[src/rtl/dmem_arbiter_pkg.sv]
// dmem_arbiter_pkg: shared types and constants for the data-memory arbiter.
package dmem_arbiter_pkg;
    typedef enum logic [1:0] {ARB_IDLE, ARB_ISSUE, ARB_WAIT, ARB_DONE} arb_state_t;
    localparam int NREQ  = 2;
    localparam int CNT_W = 4;
endpackage

[src/rtl/dmem_arbiter.sv]
// dmem_arbiter: shares the single-port data memory between the core (req 0) and the loader (req 1).
// Define DMEM_ARB_RR_EN for round-robin arbitration; default is fixed priority to requester 0.
module dmem_arbiter
    import dmem_arbiter_pkg::*;
#(
    parameter int AW      = 8,
    parameter int DW      = 8,
    parameter int LATENCY = 2
) (
    input  logic            clock,
    input  logic            reset_n,
    input  logic [NREQ-1:0] req,
    input  logic [NREQ-1:0] we,
    input  logic [AW-1:0]   addr0,
    input  logic [AW-1:0]   addr1,
    input  logic [DW-1:0]   wdata0,
    input  logic [DW-1:0]   wdata1,
    output logic [NREQ-1:0] done,
    output logic [DW-1:0]   rdata,
    output logic            busy,
    output logic            mem_en,
    output logic            mem_we,
    output logic [AW-1:0]   mem_addr,
    output logic [DW-1:0]   mem_wdata,
    input  logic [DW-1:0]   mem_rdata
);
    localparam logic [CNT_W-1:0] LAT_M1 = CNT_W'(LATENCY - 1);

    arb_state_t       state_q, state_d;
    logic [CNT_W-1:0] cnt_q, cnt_d;
    logic             gnt_q, gnt_d;
    logic             we_q, we_d;
    logic [AW-1:0]    addr_q, addr_d;
    logic [DW-1:0]    wdata_q, wdata_d;
    logic [DW-1:0]    rdata_q, rdata_d;
    logic             win;
`ifdef DMEM_ARB_RR_EN
    logic             last_q, last_d;
`endif

    always_comb begin
        state_d = state_q;
        cnt_d   = cnt_q;
        gnt_d   = gnt_q;
        we_d    = we_q;
        addr_d  = addr_q;
        wdata_d = wdata_q;
        rdata_d = rdata_q;
`ifdef DMEM_ARB_RR_EN
        last_d  = last_q;
        win     = (&req) ? ~last_q : req[1];
`else
        win     = ~req[0];
`endif
        case (state_q)
            ARB_IDLE: if (|req) begin
                state_d = ARB_ISSUE;
                gnt_d   = win;
                we_d    = we[win];
                addr_d  = win ? addr1 : addr0;
                wdata_d = win ? wdata1 : wdata0;
`ifdef DMEM_ARB_RR_EN
                last_d  = win;
`endif
            end
            ARB_ISSUE: begin
                state_d = we_q ? ARB_DONE : ARB_WAIT;
                cnt_d   = LAT_M1;
            end
            ARB_WAIT: if (cnt_q == '0) begin
                rdata_d = mem_rdata;
                state_d = ARB_DONE;
            end else begin
                cnt_d = cnt_q - 1'b1;
            end
            default: state_d = ARB_IDLE;
        endcase
    end

    always_ff @(posedge clock or negedge reset_n) begin
        if (!reset_n) begin
            state_q <= ARB_IDLE;
            cnt_q   <= '0;
            gnt_q   <= 1'b0;
            we_q    <= 1'b0;
            addr_q  <= '0;
            wdata_q <= '0;
            rdata_q <= '0;
`ifdef DMEM_ARB_RR_EN
            last_q  <= 1'b1;
`endif
        end else begin
            state_q <= state_d;
            cnt_q   <= cnt_d;
            gnt_q   <= gnt_d;
            we_q    <= we_d;
            addr_q  <= addr_d;
            wdata_q <= wdata_d;
            rdata_q <= rdata_d;
`ifdef DMEM_ARB_RR_EN
            last_q  <= last_d;
`endif
        end
    end

    assign done      = (state_q == ARB_DONE) ? (gnt_q ? 2'b10 : 2'b01) : 2'b00;
    assign busy      = state_q != ARB_IDLE;
    assign mem_en    = state_q == ARB_ISSUE;
    assign mem_we    = mem_en & we_q;
    assign mem_addr  = addr_q;
    assign mem_wdata = wdata_q;
    assign rdata     = rdata_q;
endmodule
[config.mk]
export PLATFORM = sky130hd
export DESIGN_NAME = dmem_arbiter
export DESIGN_NICKNAME = d
export VERILOG_FILES = /design/src/rtl/dmem_arbiter_pkg.sv /design/src/rtl/dmem_arbiter.sv
export SDC_FILE = /design/constraint.sdc
export NUM_CORES = 1
export LEC_CHECK = 0
export ABC_AREA = 1
export CAP_MARGIN = 20
export CORE_MARGIN = 3
export CORE_UTILIZATION = 45
export DETAILED_ROUTE_END_ITERATION = 7
export MAX_ROUTING_LAYER = met4
export PLACE_DENSITY = 0.85
export SYNTH_ARGS = -nofsm -noshare
export SYNTH_HDL_FRONTEND = slang
export SYNTH_SLANG_ARGS = --single-unit
[constraint.sdc]
create_clock -name clock -period 4.1 [get_ports clock]
set_clock_uncertainty 0.05 [all_clocks]
set_input_delay 0.615 -clock clock [delete_from_list [all_inputs] [get_ports clock]]
set_output_delay 0.615 -clock clock [all_outputs]
set_load 0.01 [all_outputs]
==> impl_metrics.py, run 1 <==
metrics = {
    "cells_and_area": {
        "synthToLayoutAreaGrowth_pct": 49.3,
        "fillCellCount": 295,
        "fin_nets": 312,
        "multi_input_area_um2": 732,
        "final_layout_size_suffix_gt1_share_pct": 10.8,
        "layout_commonest_cell": "clkdlybuf4s50_1",
        "mostFrequentLayoutCells": "clkdlybuf4s50_1 (74), nand2_1 (40), nor2_1 (40)",
        "n_antenna_cell": 0,
        "design_area_um2": 2500,
        "regArea_um2": 801,
    },
    "worst_setup_path": {
        "required_ns": 4.22,
        "crit_path_top_delay_cell": "o21ai_4",
        "r2r_start": "state_q[0]$_DFFE_PN0P_",
        "r2r_cells": 6,
        "worstPathArrival_ns": 2.73,
        "crit_chain": "clkdlybuf4s50_1 -> o21ai_4 -> nand2_1 -> o31ai_2",
        "critPathTopFamily": "compound AO/OA/AOI/OAI gates",
        "path_class": "input port to register",
        "worst_setup_path_start_kind": "input port",
        "path_buf_inv": 1,
        "regToRegEndpoint": "cnt_q[1]$_DFFE_PN0P_",
        "max_stage_delay_ns": 0.95,
        "crit_fanout": 36,
        "rrSetupSlack_ns": 2.39,
        "setup.worst_path.end_class": "register",
    },
    "clock_tree": {
        "cts_max_path_buffers": 2,
        "cts_root_buf": "clkbuf_8",
        "clk_latency_ns": 0.27,
        "clkTransAtPathRegs_ns": 0.06,
        "cts_htree_levels": 2,
        "cts_tree": "done",
        "post_cts_resize_count": 0,
        "cts_inserted_buffers": 5,
        "ctsHoldBuffers": 0,
        "cts_setup_buffers": 0,
        "cts_sinks": 32,
    },
    "detailed_routing": {
        "drt_wl_total_mm": 3.78,
        "detail-route-antenna-nets": 0,
        "drc": 0,
        "vias_per_cell": 4.75,
        "wl_per_cell_um": 12.4,
        "dr.pass1.iters": 4,
        "vias": 1452,
        "drt-initial-drc-count": 105,
    },
    "synth": {
        "synth_cell_types": 21,
        "syn_nets": 237,
        "ys_seq_area_share_pct": 47.9,
        "synth.area.top_cells": "dfrtp_1 (48%), nand2_1 (9.0%), nor2_1 (9.0%)",
        "synth_seq_cells": 32,
        "synth_top_cell_area_share_pct": 47.9,
        "syn_inst": 184,
        "yosys_warnings": 0,
        "syn_avg_cell_area_um2": 9.08,
        "syn-cell-area_um2": 1670,
        "yosysTopAreaCell": "dfrtp_1",
    },
    "place": {
        "place_congestion": 0.725,
        "port_buffers": 74,
        "place_area_um2": 2410,
        "hpwl_mm": 2.85,
    },
    "floorplan": {
        "num_rows": 21,
        "die_h_um": 67.0,
        "die_width_um": 67.0,
        "start_util_pct": 48.2,
        "coreArea_um2": 3470,
        "num_io_pins": 75,
        "dieArea_um2": 4480,
    },
    "global_routing": {
        "antenna_found_initial": 0,
        "grt_pass1_vias": 1376,
        "grt_pass1_wl_mm": 6.05,
        "grt_overflow": 0,
        "grt_usage_pct": 18.4,
        "grt_max_degree": 37,
    },
    "hold_path": {
        "hold_depth": 2,
        "min_to": "rdata[4]$_DFFE_PN0P_",
        "hp-class": "register to register",
        "worstHoldStart": "rdata[4]$_DFFE_PN0P_",
    },
    "timing": {
        "hold_viol_final": 0,
        "finalMaxSlewViolations": 0,
        "rsz0062_at_grt": "false",
        "fin_tns_setup_ns": 0,
        "fin_crit_ns": 2.61,
        "worst_pin_slew_ns": 0.936,
        "relSlewSlack_pct": 37.3,
        "setup_viol": 0,
        "max_freq_mhz": 383,
        "period_share_pct": 63.6,
    },
    "pwr": {
        "total_power_w": 0.00168,
        "power.density_nw_per_um2": 671,
        "vdd_drop_max_uv": 338,
        "p_leak_nw": 1.15,
    },
    "flow_run": {
        "drv_cap": 0,
    },
    "run_status": {
        "status": "complete, no violations",
    },
}
[cell families (layout without fill, tap and decap cells)]
| group | after synthesis | after routing | synth area share [%] |
|---|---|---|---|
| and+or+nand+nor | 86 | 86 | 20.1 |
| buffers and inverters | 25 | 101 | 8.31 |
| DFF | 32 | 32 | 47.9 |
| xor gates and xnor gates | 1 | 1 | 0.524 |
| AOI/OAI and AO/OA | 33 | 33 | 18.0 |
| adders and majority gates | 7 | 7 | 5.24 |
[stage by stage]
| stage | hold slack (ns) | instances | util (%) | setup slack [ns] |
|---|---|---|---|---|
| after floorplan | 0.269 | 184 | - | 2.52 |
| after global placement | 0.413 | 298 | 69.4 | 1.34 |
| after detailed placement | 0.417 | 298 | 69.4 | 1.19 |
| after CTS | 0.433 | 306 | 72.0 | 1.48 |
| after global routing | 0.444 | 306 | 72.0 | 1.28 |
| final | 0.428 | 306 | 72.0 | 1.49 |
[worst register-to-register path: stages (launching register included)]
cell,delay (ns)
dfrtp_1,0.44
inv_1,0.11
ha_1,0.29
nand3_2,0.38
o21ai_2,0.23
nand2_1,0.06
o21ai_0,0.07
[state kept, by name (all words and copies together) (netlist names)]
name	flops
mem_addr	8
mem_wdata	8
rdata	8
cnt_q	4
state_q	2
gnt_q	1
we_q	1
[synthesized netlist by cell type]
cell	count
o21ai_4	1
buf_4	1
nor3_1	1
buf_6	3
o21bai_1	1
o31ai_2	9
o31ai_1	8
nor2_1	40
ha_1	7
inv_1	17
o21ai_0	3
inv_2	1
nand3_1	4
nand2_1	40
buf_2	2
xnor2_1	1
a21oi_1	2
buf_12	1
dfrtp_1	32
nand3_2	1
o21ai_2	9
[per-layer routing]
layer / wire, um / vias up / GRT usage (%)
met5: 0 / - / -
met4: 21 / 0 / 5.32
met3: 276 / 2 / 5.06
met2: 1970 / 57 / 31.9
met1: 1510 / 651 / 20.6
li1: - / 742 / -
[area by class of cell]
type	instances	area share [%]
Sequential cell	32	32.1
Timing Repair Buffer	75	30.0
Multi-Input combinational cell	127	29.3
Clock buffer	8	3.61
Inverter	18	2.71
Tap cell	46	2.31
[how the worst max path moves through the flow]
stage,startpoint,end,slack (ns),depth (start not counted)
floorplan,state_q[1]$_DFFE_PN0P_,mem_we,2.52,4
global placement,req[0],mem_addr[3]$_DFFE_PN0P_,1.34,4
detailed placement,req[0],mem_addr[1]$_DFFE_PN0P_,1.19,4
CTS,req[0],mem_addr[1]$_DFFE_PN0P_,1.48,4
global route,req[0],mem_addr[1]$_DFFE_PN0P_,1.28,4
finish,req[0],mem_addr[1]$_DFFE_PN0P_,1.49,4
[power breakdown]
| group | switching [W] | total [W] | internal [W] | leakage, nW |
|---|---|---|---|---|
| clock | 0.000103 | 0.000239 | 0.000137 | 0.0455 |
| combinational | 0.000421 | 0.000870 | 0.000449 | 0.712 |
| sequential | 0.0000925 | 0.000566 | 0.000473 | 0.392 |
| total | 0.000616 | 0.00168 | 0.00106 | 1.15 |
Note: power is estimated with default switching activity, not from simulation.
==> inputs of run 2 (changes only) <==
- CORE_UTILIZATION: 45 -> 37
- PLACE_DENSITY: 0.85 -> 0.74
- clock period: 4.1 -> 2.4 ns (I/O delays scaled with it)
==> impl_metrics.py, run 2 (same netlist as run 1, synthesis figures left out) <==
metrics = {
    "worst_setup_path": {
        "cpMostUsedCell": "inv_1",
        "crit_chain": "inv_1 -> ha_1 -> nand2_1 -> inv_1 -> clkdlybuf4s50_1",
        "crit_fanout": 5,
        "worst_setup_path_start_kind": "register",
        "path_class": "register to output pin",
        "r2r_cells": 6,
        "crit_path_top_delay_cell": "clkdlybuf4s50_1",
        "r2r_start": "state_q[0]$_DFFE_PN0P_",
        "worstPathArrival_ns": 1.73,
        "required_ns": 1.99,
        "max_stage_delay_ns": 0.52,
        "worstSetupStartpoint": "state_q[1]$_DFFE_PN0P_",
        "setup.worst_path.end_class": "output pin",
    },
    "clock_tree": {
        "clk_latency_ns": 0.28,
        "cts_root_buf": "clkbuf_8",
        "ctsHoldBuffers": 0,
        "clkTransAtPathRegs_ns": 0.06,
        "cts_htree_levels": 2,
        "post_cts_resize_count": 0,
        "cts_inserted_buffers": 5,
        "cts_max_path_buffers": 2,
        "cts_tree": "done",
        "cts_sinks": 32,
        "cts_setup_buffers": 0,
    },
    "run_status": {
        "status": "complete, no violations",
    },
    "floorplan": {
        "start_util_pct": 40.1,
        "coreArea_um2": 4170,
        "num_rows": 23,
        "dieArea_um2": 5360,
        "die_width_um": 73.2,
        "num_io_pins": 75,
        "die_h_um": 73.2,
    },
    "detailed_routing": {
        "drc": 0,
        "vias": 1445,
        "detail-route-antenna-nets": 0,
        "drt-initial-drc-count": 43,
        "vias_per_cell": 4.62,
        "wl_per_cell_um": 11.9,
        "drt_wl_total_mm": 3.74,
        "dr.pass1.iters": 4,
    },
    "global_routing": {
        "grt_pass1_vias": 1394,
        "grt_pass1_wl_mm": 6.17,
        "grt_max_degree": 33,
        "grt_usage_pct": 15.3,
        "grt_overflow": 0,
        "antenna_found_initial": 0,
    },
    "pwr": {
        "power.density_nw_per_um2": 1140,
        "vdd_drop_max_uv": 542,
        "p_leak_nw": 1.17,
    },
    "timing": {
        "rsz0062_at_grt": "false",
        "hold_ws_ns": 0.427,
        "fin_crit_ns": 2.14,
        "worst_pin_slew_ns": 0.411,
        "max_freq_mhz": 468,
        "relSlewSlack_pct": 72.6,
        "fin_tns_setup_ns": 0,
        "hold_viol_final": 0,
        "setup_viol": 0,
        "period_share_pct": 89.0,
        "finalMaxSlewViolations": 0,
    },
    "cells_and_area": {
        "synthToLayoutAreaGrowth_pct": 51.7,
        "final_layout_size_suffix_gt1_share_pct": 11.8,
        "regArea_um2": 801,
        "layout_commonest_cell": "clkdlybuf4s50_1",
        "multi_input_area_um2": 732,
        "n_antenna_cell": 0,
        "fin_nets": 315,
        "mostFrequentLayoutCells": "clkdlybuf4s50_1 (74), nand2_1 (40), nor2_1 (40)",
        "fillCellCount": 378,
    },
    "flow_run": {
        "drv_cap": 0,
    },
    "place": {
        "hpwl_mm": 2.84,
        "port_buffers": 74,
        "place_congestion": 0.714,
    },
    "hold_path": {
        "hp-class": "input port to asynchronous set/reset pin",
    },
}
-- run 2: cell count changes in the layout (fill, tap and decap cells not counted) --
cell / change
buf_4: +2
buf_12: +1
-- run 2: path summary, 6_finish.rpt --
check | endpoint | slack, ns
max in group asynchronous | mem_addr[3]$_DFFE_PN0P_ | 1.57
max reg2reg | cnt_q[1]$_DFFE_PN0P_ | 0.70
max | mem_we | 0.26
min in group clock | rdata[6]$_DFFE_PN0P_ | 0.44
min | cnt_q[2]$_DFFE_PN0P_ | 0.43
min reg2reg | rdata[6]$_DFFE_PN0P_ | 0.44
-- run 2: worst max-delay path: cells and delay by family (launching register included) --
| family | cells | cell delay (ns) |
|---|---|---|
| buffers and inverters | 3 | 0.68 |
| flip-flops | 1 | 0.43 |
| AND/OR/NAND/NOR | 1 | 0.10 |
| adder cells (fa/ha/maj) | 1 | 0.24 |
-- run 2: power breakdown --
group          internal [W]  leakage, nW  switching, W  total (W)
clock network      0.000234       0.0455      0.000187   0.000420
logic              0.000798        0.732      0.000712    0.00151
registers          0.000808        0.392      0.000159   0.000967
-- run 2: metal layers --
layer,part of all wire (%),GRT usage [%]
met5,0,-
met4,0.96,3.69
met3,8.3,5.92
met2,48,24.8
met1,43,17.6
-- run 2: area by class of cell --
| class | instances | area share, % |
|---|---|---|
| Clock buffer | 8 | 3.55 |
| Inverter | 18 | 2.66 |
| Sequential cell | 32 | 31.6 |
| Multi-Input combinational cell | 127 | 28.9 |
| Timing Repair Buffer | 78 | 30.9 |
| Tap cell | 50 | 2.47 |
-- run 2: through the flow --
step	total power (W)	cell area, um2	cells	setup slack [ns]	utilization (%)
CTS	0.00294	2540	313	0.226	60.8
detailed placement	0.00251	2450	305	0.534	58.6
finish	0.00290	2540	313	0.264	60.8
floorplan	0.00181	1670	184	1.03	-
global placement	0.00247	2450	305	0.628	58.6
global route	0.00314	2540	313	0.156	60.8
==> inputs of run 3 (changes only) <==
- PLACE_DENSITY: 0.74 -> 0.8
==> impl_metrics.py, run 3 (same netlist as run 1, synthesis figures left out) <==
metrics = {
    "worst_setup_path": {
        "crit_fanout": 5,
        "regToRegEndpoint": "cnt_q[3]$_DFFE_PN0P_",
        "r2r_start": "state_q[0]$_DFFE_PN0P_",
        "required_ns": 1.99,
        "worstPathArrival_ns": 1.72,
        "worst_setup_path_start_kind": "register",
        "r2r_cells": 5,
        "path_class": "register to output pin",
        "rrSetupSlack_ns": 0.69,
        "setup.worst_path.end_class": "output pin",
    },
    "detailed_routing": {
        "drt_wl_total_mm": 3.66,
        "drt-initial-drc-count": 50,
        "vias": 1432,
        "vias_per_cell": 4.59,
        "dr.pass1.iters": 4,
        "detail-route-antenna-nets": 0,
        "drc": 0,
        "wl_per_cell_um": 11.7,
    },
    "pwr": {
        "power.density_nw_per_um2": 1170,
        "p_leak_nw": 1.17,
        "total_power_w": 0.00297,
        "vdd_drop_max_uv": 564,
    },
    "floorplan": {
        "die_width_um": 73.2,
        "coreArea_um2": 4170,
        "die_h_um": 73.2,
        "num_rows": 23,
        "num_io_pins": 75,
        "start_util_pct": 40.1,
        "dieArea_um2": 5360,
    },
    "clock_tree": {
        "post_cts_resize_count": 0,
        "clk_latency_ns": 0.28,
        "cts_max_path_buffers": 2,
        "cts_root_buf": "clkbuf_8",
        "cts_tree": "done",
        "cts_sinks": 32,
        "ctsHoldBuffers": 0,
        "cts_inserted_buffers": 5,
        "cts_htree_levels": 2,
        "cts_setup_buffers": 0,
        "clkTransAtPathRegs_ns": 0.07,
    },
    "timing": {
        "relSlewSlack_pct": 70.2,
        "rsz0062_at_grt": "false",
        "period_share_pct": 88.8,
        "setup_viol": 0,
        "hold_viol_final": 0,
        "finalMaxSlewViolations": 0,
        "max_freq_mhz": 469,
        "fin_crit_ns": 2.13,
        "fin_tns_setup_ns": 0,
        "worst_pin_slew_ns": 0.445,
    },
    "cells_and_area": {
        "regArea_um2": 801,
        "multi_input_area_um2": 732,
        "n_antenna_cell": 0,
        "fillCellCount": 361,
        "final_layout_size_suffix_gt1_share_pct": 11.8,
        "synthToLayoutAreaGrowth_pct": 52.3,
        "mostFrequentLayoutCells": "clkdlybuf4s50_1 (74), nand2_1 (40), nor2_1 (40)",
        "fin_nets": 314,
        "layout_commonest_cell": "clkdlybuf4s50_1",
    },
    "place": {
        "hpwl_mm": 2.81,
        "place_congestion": 0.802,
        "port_buffers": 74,
    },
    "global_routing": {
        "grt_pass1_wl_mm": 6.05,
        "grt_overflow": 0,
        "antenna_found_initial": 0,
        "grt_pass1_vias": 1385,
        "grt_usage_pct": 14.8,
        "grt_max_degree": 33,
    },
    "run_status": {
        "status": "complete, no violations",
    },
    "hold_path": {
        "hp-class": "input port to asynchronous set/reset pin",
    },
    "flow_run": {
        "drv_cap": 0,
    },
}
[run 3: changes by cell type in the layout (fill, tap and decap cells not counted)]
| cell | delta |
|---|---|
| buf_4 | -1 |
| bufinv_16 | +1 |
| clkbuf_1 | -1 |
| clkbuf_8 | -1 |
| clkinv_2 | +1 |
[run 3: per-layer routing]
layer | wire (um) | GRT usage [%] | share of wire [%] | up-vias
li1 | - | - | - | 745
met5 | 0 | - | 0 | -
met3 | 310 | 4.82 | 8.5 | 5
met1 | 1510 | 16.6 | 41 | 631
met2 | 1810 | 24.9 | 49 | 51
met4 | 32 | 4.30 | 0.87 | 0
[run 3: layout make-up]
| class | instances | share of cell area [%] |
|---|---|---|
| well taps | 50 | 2.46 |
| multi-input cells | 127 | 28.7 |
| inverters | 18 | 2.65 |
| flip-flops and latches | 32 | 31.4 |
| repair buffers | 77 | 30.5 |
| clock inverters | 2 | 1.38 |
| clock buffers | 6 | 2.85 |
[run 3: how the worst max path moves through the flow]
stage	slack, ns	to	from	cells past startpoint
floorplan	1.03	rdata[6]$_DFFE_PN0P_	state_q[0]$_DFFE_PN0P_	6
global placement	0.56	mem_we	state_q[1]$_DFFE_PN0P_	5
detailed placement	0.47	mem_addr[7]$_DFFE_PN0P_	req[0]	5
CTS	0.25	mem_we	state_q[1]$_DFFE_PN0P_	5
global route	0.18	mem_we	state_q[1]$_DFFE_PN0P_	5
finish	0.27	mem_we	state_q[1]$_DFFE_PN0P_	5
[run 3: per-stage QoR]
step | instances | setup slack (ns) | util [%] | hold WS, ns | instance area (um2)
after global routing | 312 | 0.184 | 61.0 | 0.451 | 2550
after detailed placement | 304 | 0.466 | 58.4 | 0.416 | 2440
after global placement | 304 | 0.557 | 58.4 | 0.413 | 2440
after floorplan | 184 | 1.03 | - | 0.0144 | 1670
after CTS | 312 | 0.253 | 61.0 | 0.433 | 2550
final | 312 | 0.268 | 61.0 | 0.423 | 2550
[run 3: worst max-delay path, stage by stage (launching register included)]
cell and delay (ns):
dfrtp_1 0.42, inv_1 0.10, ha_1 0.23, nand2_1 0.12
inv_1 0.06, clkdlybuf4s50_1 0.52
[run 3: report_power, final]
part	switching, W	leakage [nW]	internal [W]
clock	0.000188	0.0552	0.000308
sequential	0.000159	0.392	0.000808
combinational	0.000709	0.727	0.000796
total	0.00106	1.17	0.00191
